## src/rtl/systolic_feeder.sv

```systemverilog
// Operand feeder for an N x N systolic PE array: skews A columns / B rows onto the array edges
// and sequences clear -> feed -> flush -> done. Optional k_count: define FEEDER_KCOUNT_EN.
module systolic_feeder #(
   parameter int N          = 4,
   parameter int DATA_WIDTH = 10,
   parameter int KW         = 8
) (
   input  logic                    clk,
   input  logic                    rst,
   input  logic                    start,
   input  logic                    in_valid,
   output logic                    in_ready,
   input  logic                    in_last,
   input  logic [N*DATA_WIDTH-1:0] in_a,
   input  logic [N*DATA_WIDTH-1:0] in_b,
   output logic [N*DATA_WIDTH-1:0] a_edge,
   output logic [N*DATA_WIDTH-1:0] b_edge,
   output logic                    arr_clr,
   output logic                    busy,
   output logic                    done,
   output logic [KW-1:0]           k_count
);

   localparam int             CW         = $clog2(2 * N);
   localparam logic [CW-1:0]  FLUSH_LAST = CW'(2 * N - 1);

   typedef enum logic [2:0] {S_IDLE, S_CLEAR, S_FEED, S_FLUSH, S_DONE} state_t;

   state_t          state_q, state_d;
   logic [CW-1:0]   flush_q, flush_d;
   logic            arr_clr_q, in_ready_q, busy_q, done_q;
   logic            accept;

   assign accept   = in_valid & in_ready_q;
   assign in_ready = in_ready_q;
   assign arr_clr  = arr_clr_q;
   assign busy     = busy_q;
   assign done     = done_q;

   always_comb begin
      state_d = state_q;
      flush_d = flush_q;
      case (state_q)
         S_IDLE:  if (start) state_d = S_CLEAR;
         S_CLEAR: state_d = S_FEED;
         S_FEED: begin
            if (accept && in_last) begin
               state_d = S_FLUSH;
               flush_d = FLUSH_LAST;
            end
         end
         // Counts the 2N edges after the last accept so done lands on edge T+2N.
         S_FLUSH: begin
            if (flush_q == '0) state_d = S_DONE;
            else               flush_d = flush_q - 1'b1;
         end
         default: state_d = S_IDLE;
      endcase
   end

   // Control outputs are registered from the next state so they align with state_q.
   always_ff @(posedge clk or posedge rst) begin
      if (rst) begin
         state_q    <= S_IDLE;
         flush_q    <= '0;
         arr_clr_q  <= 1'b0;
         in_ready_q <= 1'b0;
         busy_q     <= 1'b0;
         done_q     <= 1'b0;
      end else begin
         state_q    <= state_d;
         flush_q    <= flush_d;
         arr_clr_q  <= (state_d == S_CLEAR);
         in_ready_q <= (state_d == S_FEED);
         busy_q     <= (state_d != S_IDLE);
         done_q     <= (state_d == S_DONE);
      end
   end

`ifdef FEEDER_KCOUNT_EN
   function automatic logic [KW-1:0] sat_inc(input logic [KW-1:0] v);
      return (v == {KW{1'b1}}) ? v : v + 1'b1;
   endfunction

   logic [KW-1:0] k_q, k_d;

   always_comb begin
      k_d = k_q;
      if (state_q == S_IDLE && start) k_d = '0;
      else if (accept)                k_d = sat_inc(k_q);
   end

   always_ff @(posedge clk or posedge rst) begin
      if (rst) k_q <= '0;
      else     k_q <= k_d;
   end

   assign k_count = k_q;
`else
   assign k_count = '0;
`endif

   // Lane i is i+1 deep; non-accept cycles shift in zero bubbles on every lane together.
   for (genvar i = 0; i < N; i++) begin : g_lane
      logic signed [DATA_WIDTH-1:0] a_sr_q [i+1];
      logic signed [DATA_WIDTH-1:0] b_sr_q [i+1];

      always_ff @(posedge clk or posedge rst) begin
         if (rst) begin
            for (int s = 0; s <= i; s++) begin
               a_sr_q[s] <= '0;
               b_sr_q[s] <= '0;
            end
         end else begin
            a_sr_q[0] <= accept ? in_a[i*DATA_WIDTH +: DATA_WIDTH] : '0;
            b_sr_q[0] <= accept ? in_b[i*DATA_WIDTH +: DATA_WIDTH] : '0;
            for (int s = 1; s <= i; s++) begin
               a_sr_q[s] <= a_sr_q[s-1];
               b_sr_q[s] <= b_sr_q[s-1];
            end
         end
      end

      assign a_edge[i*DATA_WIDTH +: DATA_WIDTH] = a_sr_q[i];
      assign b_edge[i*DATA_WIDTH +: DATA_WIDTH] = b_sr_q[i];
   end

endmodule

```

## config.mk

```make
export PLATFORM = sky130hd
export DESIGN_NAME = systolic_feeder
export DESIGN_NICKNAME = d
export VERILOG_FILES = /design/src/rtl/systolic_feeder.sv
export SDC_FILE = /design/constraint.sdc
export NUM_CORES = 1
export LEC_CHECK = 0
export CAP_MARGIN = 10
export CORE_UTILIZATION = 45
export CTS_BUF_LIST = sky130_fd_sc_hd__clkbuf_16
export DETAILED_ROUTE_END_ITERATION = 10
export PLACE_DENSITY_LB_ADDON = 0.15
export RECOVER_POWER = 25
export REMOVE_ABC_BUFFERS = 1
export SLEW_MARGIN = 0
export SYNTH_ARGS = -nofsm -noshare
export SYNTH_HDL_FRONTEND = slang
export SYNTH_SLANG_ARGS = --single-unit
```

## constraint.sdc

```tcl
create_clock -name clk -period 13 [get_ports clk]
set_input_delay 1.3 -clock clk [delete_from_list [all_inputs] [get_ports clk]]
set_output_delay 1.3 -clock clk [all_outputs]
set_load 0.02 [all_outputs]
```

Yosys cells after proc, flatten, opt, wreduce, memory -nomap -nowiden

Cells that the tools add are included.
Widths: inputs -> output; s select.

Add/subtract/negate cells: 1
Equal/unequal tests: 8
Muxes and demuxes: 15
Bitwise operators: 1
Reduce and logical (&&, ||, !) cells: 6

Operator list:

| cell                | count |
|---|---|
| $mux 10             | 8 |
| $mux 3              | 5 |
| $pmux 3 s4          | 1 |
| $eq 3x2->1 const B  | 3 |
| $eq 3x1->1 const B  | 2 |
| $logic_not 3->1     | 2 |
| $pmux 3 s2          | 1 |
| $ne 2x2->1 const B  | 2 |
| $eq 3x3->1 const B  | 1 |
| $reduce_and 3->1    | 1 |
| $reduce_bool 3->1   | 1 |
| $sub 3x1->3 const B | 1 |
| $reduce_bool 2->1   | 1 |
| $and 1x1->1         | 1 |
| $logic_and 1x1->1   | 1 |

Bits in registers: 210
Input port bits: 85
Output and inout bits: 92
Word-level logic and storage cells: 57

Depth between registers and ports, before layout

Gate-level depths: netlist of the first run.

Depth after elaboration: 5
Mapped depth: 6
Mapped depth without buffers: 6

Least setup slack after synthesis of the first run

No wires, ideal clock.

Kind: in2reg
Start: input port in_last
End: register in_ready_q, in the netlist in_ready
Setup time: 0.120 ns
Arrival: 1.774 ns
Required time: 12.880 ns
Setup slack: 11.106 ns
Stages: 3
Buffers on the path: 0
Cells stage by stage: and4bb_1 -> nand3_2 -> and3b_1

Longest elaborated chain between the ends: 4

Ends and longest elaborated chain:

| element                | line | RTL |
|---|---|---|
| start: declaration     | 13   | `input logic in_last,` |
| $logic_and 1x1->1      | 47   | `if (accept && in_last) begin` |
| $mux 3                 | 47   |  |
| $pmux 3 s4             | 43   | `case (state_q)` |
| $eq 3x2->1             | 74   | `in_ready_q <= (state_d == S_FEED);` |
| end signal: assignment | 74   |  |
| end: declaration       | 31   | `logic arr_clr_q, in_ready_q, busy_q, done_q;` |

Every way passes these cells.
A chain may end at the register's enable or synchronous reset.

Worst setup path in the final report of the first run

Start: input port in_valid
End: register in_ready_q, in the netlist in_ready

Longest elaborated chain between the ends: 5

Ends and longest elaborated chain:

| element            | line | RTL |
|---|---|---|
| start: declaration | 11   | `input logic in_valid,` |
| $and 1x1->1        | 34   | `assign accept = in_valid & in_ready_q;` |
| $logic_and 1x1->1  | 47   |  |
| $mux 3             | 47   |  |
| $pmux 3 s4         | 43   |  |
| $eq 3x2->1         | 74   |  |

Every way passes these cells.

==> metrics.txt, run 1 <==
status complete, but fails checks; violated checks max-capacitance violations, max-slew violations; Crit Path Category input port to flop; Distinct cells, synth 22; Layout Cells excl Fill 714; internal cell power 1.223 mW; post-cts hold buffer count 0; syn_area_per_cell 16.09 µm²; HPWL after detailed placement 6523 µm; CP Max Fanout 81; switching power total 0.4068 mW; total grt overflow 0; row count 43; Routed Antenna Nets 0; TritonRoute pass-1 iters 4; number of diodes 0; maximum capacitance violations 1; mapped cell area 6566 µm²; Setup Buffers After CTS 0; Post-Synth Simple-Gate Area 0.09623; CP Capture Type flop; CTS tree yes; Static Leak 4.350 nW; unrepaired setup endpoints after global routing false; port bufs 168; I/O Pins 177; Root Buffer clkbuf_16; WL final 10,720 µm; Net Sw Frac 0.2497; Seq/Total Area, Yosys 0.8003; Sinks on Clock Net 210; die width 122.8 µm; area share of the largest cell type after synthesis 0.8003; Max Fclk 270.5 MHz; CTS max path bufs 3; total vias in the final route 3,269; dpl cells 678; skew final 0.008427 ns; Compound-Gate Fraction of Synth Area 0.004002; Worst Tran Pin Value 2.832 ns; fin. max-slew vios 82; Starting Density 0.4676; routability congestion estimate 0.6971; vias in the first global route 3,407; 1st-iter DRT viols 122; first-pass GRT wire length 17,380 µm; Synth Warn # 0; nets 608; core area 14,040 µm²; Synth area leaders dfrtp_1 80%, buf_4 8.2%, and3_1 7.7%; fraction of layout cells with a size suffix above 1 0.06554; Max VDD drop 80.12 µV; Mapped Cells 408; CTS HTree Levels 1; # setup viols final 0; # resized after CTS 0; #FFs+latches synth 210; mux cell area share after synthesis 0; logic gate share of total power 0.171; Hold Vio Cnt, Final 0; normalized max-slew margin -0.8882; clk slew on worst S/H paths 0.06 ns; initial antenna violation count 1; sequential share of power 0.490; fin crit period 3.697 ns; Layout area overhead 30.39%; Tot Pwr 1.629 mW; vias per std cell 4.578; die area 15,080 µm²; Num CTS Buffers 21; Final period util 0.2844; Power Density 190.3 nW/µm²; pin count of the biggest net entering global routing 138; clock insertion delay at the later pin of the skew report 0.47 ns; Synth Area in Adders 0.003811; leading area contributor after synthesis dfrtp_1; Hold Crit Class flop to flop; Synth Area in XOR/XNOR 0.001334; CP Data Arrival Time 4.06 ns; startpoint types input port; die height 122.8 µm; largest family of logic cells by synthesized area simple AND/OR/NAND/NOR gates; critical path required time 13.36 ns; Post-Route Setup TNS 0 ns; routed length per instance 15.01 µm; Post-route DRC 0; Clock power frac 0.340; GRT Util Overall 0.1498
==> cells in the final DEF, fill, tap and decap left out, types with 4 or more instances in the layout <==
master           count
dfrtp_1            209
nor2_1               5
and3_1              81
inv_1                9
clkinv_1             4
clkbuf_16           21
clkdlybuf4s50_1    166
conb_1               8
==> metal layers <==
layer,share of wire,routed length [µm],GRT usage
met2,0.46,4979,0.2317
met5,0.0012,13,0
met3,0.097,1037,0.05390
met1,0.42,4552,0.2013
met4,0.013,137,0.03963
==> kinds of logic (layout without fill, tap and decap cells) <==
family                   after synthesis  in the layout
AO/OA/AOI/OAI                          4              4
XOR/XNOR                               1              1
adder cells (fa/ha/maj)                2              2
buffers and inverters                 92            211
flip-flops                           210            210
other                                  1              8
AND/OR/NAND/NOR                       98             98
==> worst paths after layout <==
kind	from	to	slack (ns)	cells after the start
hold reg to reg	g_lane[2].b_sr_q[18]	b_edge[28]	0.35	0
setup reg to reg	in_ready	in_ready	11.43	3
min in group asynchronous	rst	g_lane[1].a_sr_q[14]	1.42	2
hold / removal	g_lane[2].b_sr_q[18]	b_edge[28]	0.35	0
max in group asynchronous	rst	a_edge[27]	10.16	3
setup / recovery	in_valid	in_ready	9.30	4
==> synthesized netlist by cell type (all sizes together) <==
library cell and count:
inv 4, xor2 1, and2 1, and4bb 2, dfrtp 210, a31oi 1, buf 72, nor4b 1
and3 81, nand2 1, conb 1, nor3 2, nand3b 1, a21oi 1, a22oi 2, clkbuf 16
ha 2, and4b 2, and3b 1, nand3 1, nor2 5
==> sequential cells by signal, indices dropped and copies added, names as in the netlist <==
name	flops
a_edge	30
flush_q	3
arr_clr	1
b_edge	30
done	1
in_ready	1
g_lane.b_sr_q	70
state_q	3
busy	1
g_lane.a_sr_q	70
==> power by group through the flow <==
stage                     registers [mW]  clock network (mW)  logic [mW]
final                              0.798               0.553       0.278
after global routing               0.809               0.601       0.305
after CTS                          0.800               0.572       0.283
after detailed placement           0.811                   0       0.283
after global placement             0.805                   0       0.277
after floorplan                    0.869                   0      0.0688
==> final cells by class <==
type                    count  area (µm²)
fillers                  1045        5480
flip-flops and latches    210        5256
repair buffers            171        1695
multi-input cells         113       721.9
clock buffers              21       525.5
well taps                 180       225.2
clock inverters            15       115.1
inverters                   4       22.52
==> critical path, cell delays in order <==
cell      delay, ns
buf_2          0.07
clkbuf_1       1.99
nand3_2        0.36
and3b_1        0.33
==> per-stage QoR <==
| stage | hold slack [ns] | setup WS, ns | area, µm² | utilization |
|---|---|---|---|---|
| detailed placement | 0.3347 | 9.563 | 7925 | 0.5644 |
| global route | 0.3504 | 8.757 | 8562 | 0.6097 |
| finish | 0.3453 | 9.303 | 8562 | 0.6097 |
| CTS | 0.3459 | 10.06 | 8566 | 0.6100 |
| global placement | 0.3312 | 9.616 | 7925 | 0.5644 |
| floorplan | 0.3312 | 5.962 | 5992 | - |
Note: power is estimated with default switching activity, not from simulation.
==> run 2: changes to the inputs <==
CORE_UTILIZATION = 43   (was 45)
clock period = 3.3 ns   (was 13 ns; I/O delays follow)
==> run 2 against run 1 <==
  * The flow finishes with violations (design-rule violations)
  * Final cell count up 0.98%
  * Core utilization is 2.3 points lower
  * Total power rose to 4.0 times the previous value
  * Wire length is 3.6% higher
  * Global-route usage decreased by 0.25 points
  * Flip-flop and latch count stayed put
  * Highest routed layer is now met4
==> metrics.txt, run 2 (same netlist as run 1, synthesis figures left out) <==
Sinks on Clock Net 210 (unchanged); initial antenna violation count 0 (-1); placed cell area 7970 µm² (+0.57%); HPWL after detailed placement 6927 µm (+6.2%); routability congestion estimate 0.6945 (-0.37%); unrepaired setup endpoints after global routing false; first-pass GRT wire length 18,240 µm (+5.0%); clock insertion delay at the later pin of the skew report 0.48 ns (about the same); Starting Density 0.4467 (-0.02090); row count 44 (+2.3%); skew final 0.007222 ns (-0.001205 ns); die width 125.6 µm (+2.3%); startpoint types flop; GRT Util Overall 0.1474 (-0.002451); Crit Path Category flop to output port; I/O Pins 177 (unchanged); fin. max-slew vios 0 (-100%); core area 14,700 µm² (+4.7%); WL final 11,110 µm (+3.6%); port bufs 168 (unchanged); pin count of the biggest net entering global routing 113 (-18%); Final Hold Slack 0.3423 ns (-0.003009 ns); Num CTS Buffers 21 (unchanged); die area 15,770 µm² (+4.6%); CTS HTree Levels 1 (unchanged); Hold Vio Cnt, Final 0 (unchanged); Largest regs g_lane.a_sr_q x70, g_lane.b_sr_q x70; slowest stage delay, CP 0.61 ns (-1.38 ns); slowest cell on the critical path clkdlybuf4s50_1; post-cts hold buffer count 0 (unchanged); status complete, but fails checks; total grt overflow 0 (unchanged); Hold Crit Class flop to flop; die height 125.6 µm (+2.3%); number of diodes 0 (unchanged); Max Fclk 560.2 MHz; total vias in the final route 3,252 (-0.52%); fin crit period 1.785 ns; Routed Antenna Nets 0 (unchanged); nets 610 (+0.33%); crit path cell chain clkdlybuf4s50_1; Root Buffer clkbuf_16; Setup Buffers After CTS 0 (unchanged); worst path bufs/invs 1 (-1); most frequent cells in the layout 209 x dfrtp_1, 166 x clkdlybuf4s50_1, 81 x and3_1; critical path required time 2.97 ns (-10.39 ns); delay-heaviest family, CP buffers and inverters; Layout area overhead 31.29%; Tot Pwr 6.468 mW (+300%); routed length per instance 15.40 µm (+2.6%); CTS tree yes; CP Max Fanout 1 (-99%); maximum capacitance violations 0 (-1); CP Capture Type output port; TritonRoute pass-1 iters 7 (+3); fraction of layout cells with a size suffix above 1 0.07449 (+0.008945); # setup viols final 0 (unchanged); Post-route DRC 12 (+12); normalized max-slew margin 0.5002 (+1.388); commonest non-fill, non-tap cell in the layout dfrtp_1; CTS max path bufs 3 (unchanged); CP Data Arrival Time 1.46 ns (-2.60 ns); vias per std cell 4.510 (-1.5%); # resized after CTS 0 (unchanged); vias in the first global route 3,436 (+0.85%); Static Leak 4.375 nW (+0.59%); final instance area 8621 µm² (+0.69%); clk slew on worst S/H paths 0.06 ns (about the same); Core Util, Final 0.5865 (-0.02325); fillers 1,125 (+7.7%); Max VDD drop 584.0 µV (+630%); Worst Tran Pin Value 0.7498 ns (-2.083 ns); Power Density 750.3 nW/µm² (+290%); Final period util 0.5409; 1st-iter DRT viols 169 (+39%); violated checks design-rule violations
-- run 2: cell types whose count changed in the layout (fill, tap and decap cells not counted), sizes merged --
cell	change
buf	+3
clkbuf	-1
clkinv	+1
-- run 2: final cells by class --
type / instances / area [µm²] / share of cell area
well taps: 184 / 230.2 / 0.02671
clock buffers: 21 / 525.5 / 0.06096
repair buffers: 173 / 1739 / 0.2017
clock inverters: 16 / 125.1 / 0.01451
multi-input cells: 113 / 721.9 / 0.08374
flip-flops and latches: 210 / 5256 / 0.6097
inverters: 4 / 22.52 / 0.002612
-- run 2: final timing paths --
check,slack (ns),from,endpoint,cells after the start
max in group asynchronous,2.03,rst,g_lane[1].a_sr_q[16],3
min,0.34,g_lane[2].a_sr_q[14],a_edge[24],0
max reg2reg,1.80,flush_q[0],flush_q[0],6
max,1.51,a_edge[20],a_edge[20],1
min reg2reg,0.34,g_lane[2].a_sr_q[14],a_edge[24],0
min in group asynchronous,0.48,rst,b_edge[10],2
-- run 2: layer usage --
layer / share of wire / vias to the layer above / GRT usage
met5: 0 / - / 0
met4: 0.026 / 0 / 0.04806
met3: 0.071 / 20 / 0.04108
met2: 0.47 / 115 / 0.2346
met1: 0.43 / 1634 / 0.1966
li1: - / 1483 / -
-- run 2: stage by stage --
stage	TNS (ns)	instances	setup WS, ns
2_1_floorplan	-581.18	327	-2.768
3_3_place_gp	0	684	1.617
3_5_place_dp	0	684	1.597
4_1_cts	0	721	1.472
5_1_grt	0	721	1.445
6_report	0	721	1.515
-- run 2: power by group --
group          switching [mW]  internal (mW)  total, mW
Clock                   0.908           1.31       2.22
Sequential              0.148           2.99       3.14
Combinational           0.583          0.526       1.11
Total                    1.64           4.83       6.47
==> run 3: changes to the inputs <==
clock period = 1.6 ns   (was 3.3 ns; I/O delays follow)
==> run 3 against run 2 <==
  * The run still ends with design-rule violations left
  * Clock power is 100% higher
  * Sequential share of layout area is 0.81 points lower
  * Clock-buffer cell count stayed put
  * Setup slack worse by 1.5 ns
  * Critical path depth stayed put
  * Cell area is 1.3% higher
  * Wire length is 0.38% lower
  * Flip-flop and latch count stayed put
  * Sequential power is 110% higher
  * Critical path type unchanged
  * Critical endpoint is now a_edge[35]
  * Largest cell class unchanged
==> metrics.txt, run 3 (same netlist as run 1, synthesis figures left out) <==
die width 125.6 µm (unchanged); worst path bufs/invs 1 (unchanged); Place WS 0.1054 ns (-1.492 ns); Crit Path Category flop to output port; violated checks design-rule violations; normalized max-slew margin 0.3895 (-0.1107); Worst Tran Pin Value 0.9139 ns (+0.1641 ns); Post-Route Setup TNS 0 ns (unchanged); PnR worst setup slack 0.02029 ns (-1.495 ns); core area 14,700 µm² (unchanged); routability congestion estimate 0.6910 (-0.50%); port bufs 168 (unchanged); maximum capacitance violations 0 (unchanged); Static Leak 4.901 nW (+12%); CP Max Fanout 1 (unchanged); most frequent cells in the layout 209 x dfrtp_1, 124 x clkdlybuf4s50_1, 81 x and3_1; Worst R2R Start flush_q[0]; fin crit period 1.580 ns; HPWL after detailed placement 7171 µm (+3.5%); Tot Pwr 13.18 mW (+100%); Hold Vio Cnt, Final 0 (unchanged); R2R cell count 6 (unchanged); total vias in the final route 3,251 (-0.031%); Starting Density 0.4467 (unchanged); GRT Util Overall 0.1486 (+0.001184); initial antenna violation count 0 (unchanged); Final period util 0.9873; Max Fclk 633.0 MHz; Num CTS Buffers 21 (unchanged); WL final 11,060 µm (-0.38%); CTS max path bufs 3 (unchanged); critical path required time 1.44 ns (-1.53 ns); dpl cells 690 (+0.88%); Hold Crit Class input port to flop; Max VDD drop 1314 µV (+130%); vias in the first global route 3,525 (+2.6%); Setup Buffers After CTS 0 (unchanged); crit path cell chain clkdlybuf4s50_1; commonest non-fill, non-tap cell in the layout dfrtp_1; number of diodes 0 (unchanged); Sinks on Clock Net 210 (unchanged); Routed Antenna Nets 0 (unchanged); I/O Pins 177 (unchanged); slowest stage delay, CP 0.60 ns (about the same); # setup viols final 0 (unchanged); Root Buffer clkbuf_16; delay-heaviest family, CP buffers and inverters; Power Density 1508 nW/µm² (+100%); die area 15,770 µm² (unchanged); Layout area overhead 33.06%; routed length per instance 15.22 µm (-1.2%); startpoint types flop; Crit. path cell count 1 (unchanged); TritonRoute pass-1 iters 10 (+3); Largest regs g_lane.a_sr_q x70, g_lane.b_sr_q x70; die height 125.6 µm (unchanged); fin. max-slew vios 0 (unchanged); first-pass GRT wire length 18,320 µm (+0.42%); CP Capture Type output port; vias per std cell 4.472 (-0.86%); Layout Cells excl Fill 727 (+0.83%); CTS tree yes; 1st-iter DRT viols 159 (-5.9%); skew final 0.006203 ns (-0.001020 ns); fraction of layout cells with a size suffix above 1 0.09208 (+0.01759); pin count of the biggest net entering global routing 82 (-27%); clk slew on worst S/H paths 0.06 ns (about the same); nets 616 (+0.98%); row count 44 (unchanged); Hold Startpoint in_valid; Hold Path Depth 3 (+3); status complete, but fails checks; clock insertion delay at the later pin of the skew report 0.47 ns (about the same); total grt overflow 0 (unchanged); slowest cell on the critical path clkdlybuf4s50_1; Critical Path Start a_edge[35]; CP Data Arrival Time 1.42 ns (-0.04 ns); Core Util, Final 0.5944 (+0.007916); CTS HTree Levels 1 (unchanged); Post-route DRC 12 (unchanged)
run 3: final cells by class:
type,instances,area [µm²]
Clock inverter,16,110.1
Inverter,4,18.77
Timing Repair Buffer,179,1874
Multi-Input combinational cell,113,721.9
Clock buffer,21,525.5
Tap cell,184,230.2
Sequential cell,210,5256
Fill cell,1157,5962
run 3: metrics by stage:
| step | cell area, µm² | hold WS [ns] |
|---|---|---|
| floorplan | 5992 | 0.2887 |
| global placement | 8053 | 0.3314 |
| detailed placement | 8053 | 0.3347 |
| CTS | 8671 | 0.02287 |
| global route | 8737 | 0.03982 |
| finish | 8737 | 0.04549 |
run 3: path summary, 6_finish.rpt:
| path | to | slack [ns] |
|---|---|---|
| setup reg to reg | flush_q[2] | 0.08 |
| hold reg to reg | g_lane[2].b_sr_q[11] | 0.34 |
| max in group asynchronous | b_edge[31] | 0.54 |
| setup / recovery | a_edge[35] | 0.02 |
| hold / removal | flush_q[0] | 0.05 |
| min in group asynchronous | g_lane[2].a_sr_q[18] | 0.37 |
run 3: report_power, final:
| part | internal (mW) | switching, mW |
|---|---|---|
| combinational | 1.07 | 1.21 |
| clock | 2.56 | 1.87 |
| sequential | 6.17 | 0.300 |
| total | 9.80 | 3.38 |
run 3: what timing repair did:
item | 4_1_cts | 5_1_grt
pin swaps | 0 | 0
setup endpoints to repair | 14 | 28
hold buffers | 0 | 0
resized for setup | 14 | 28
run 3: metal layers:
metal | global-route usage | wire length (µm) | vias up
li1 | - | - | 1494
met5 | 0 | 0 | -
met3 | 0.04664 | 1000 | 15
met4 | 0.04376 | 152 | 0
met1 | 0.1895 | 4410 | 1626
met2 | 0.2444 | 5499 | 116
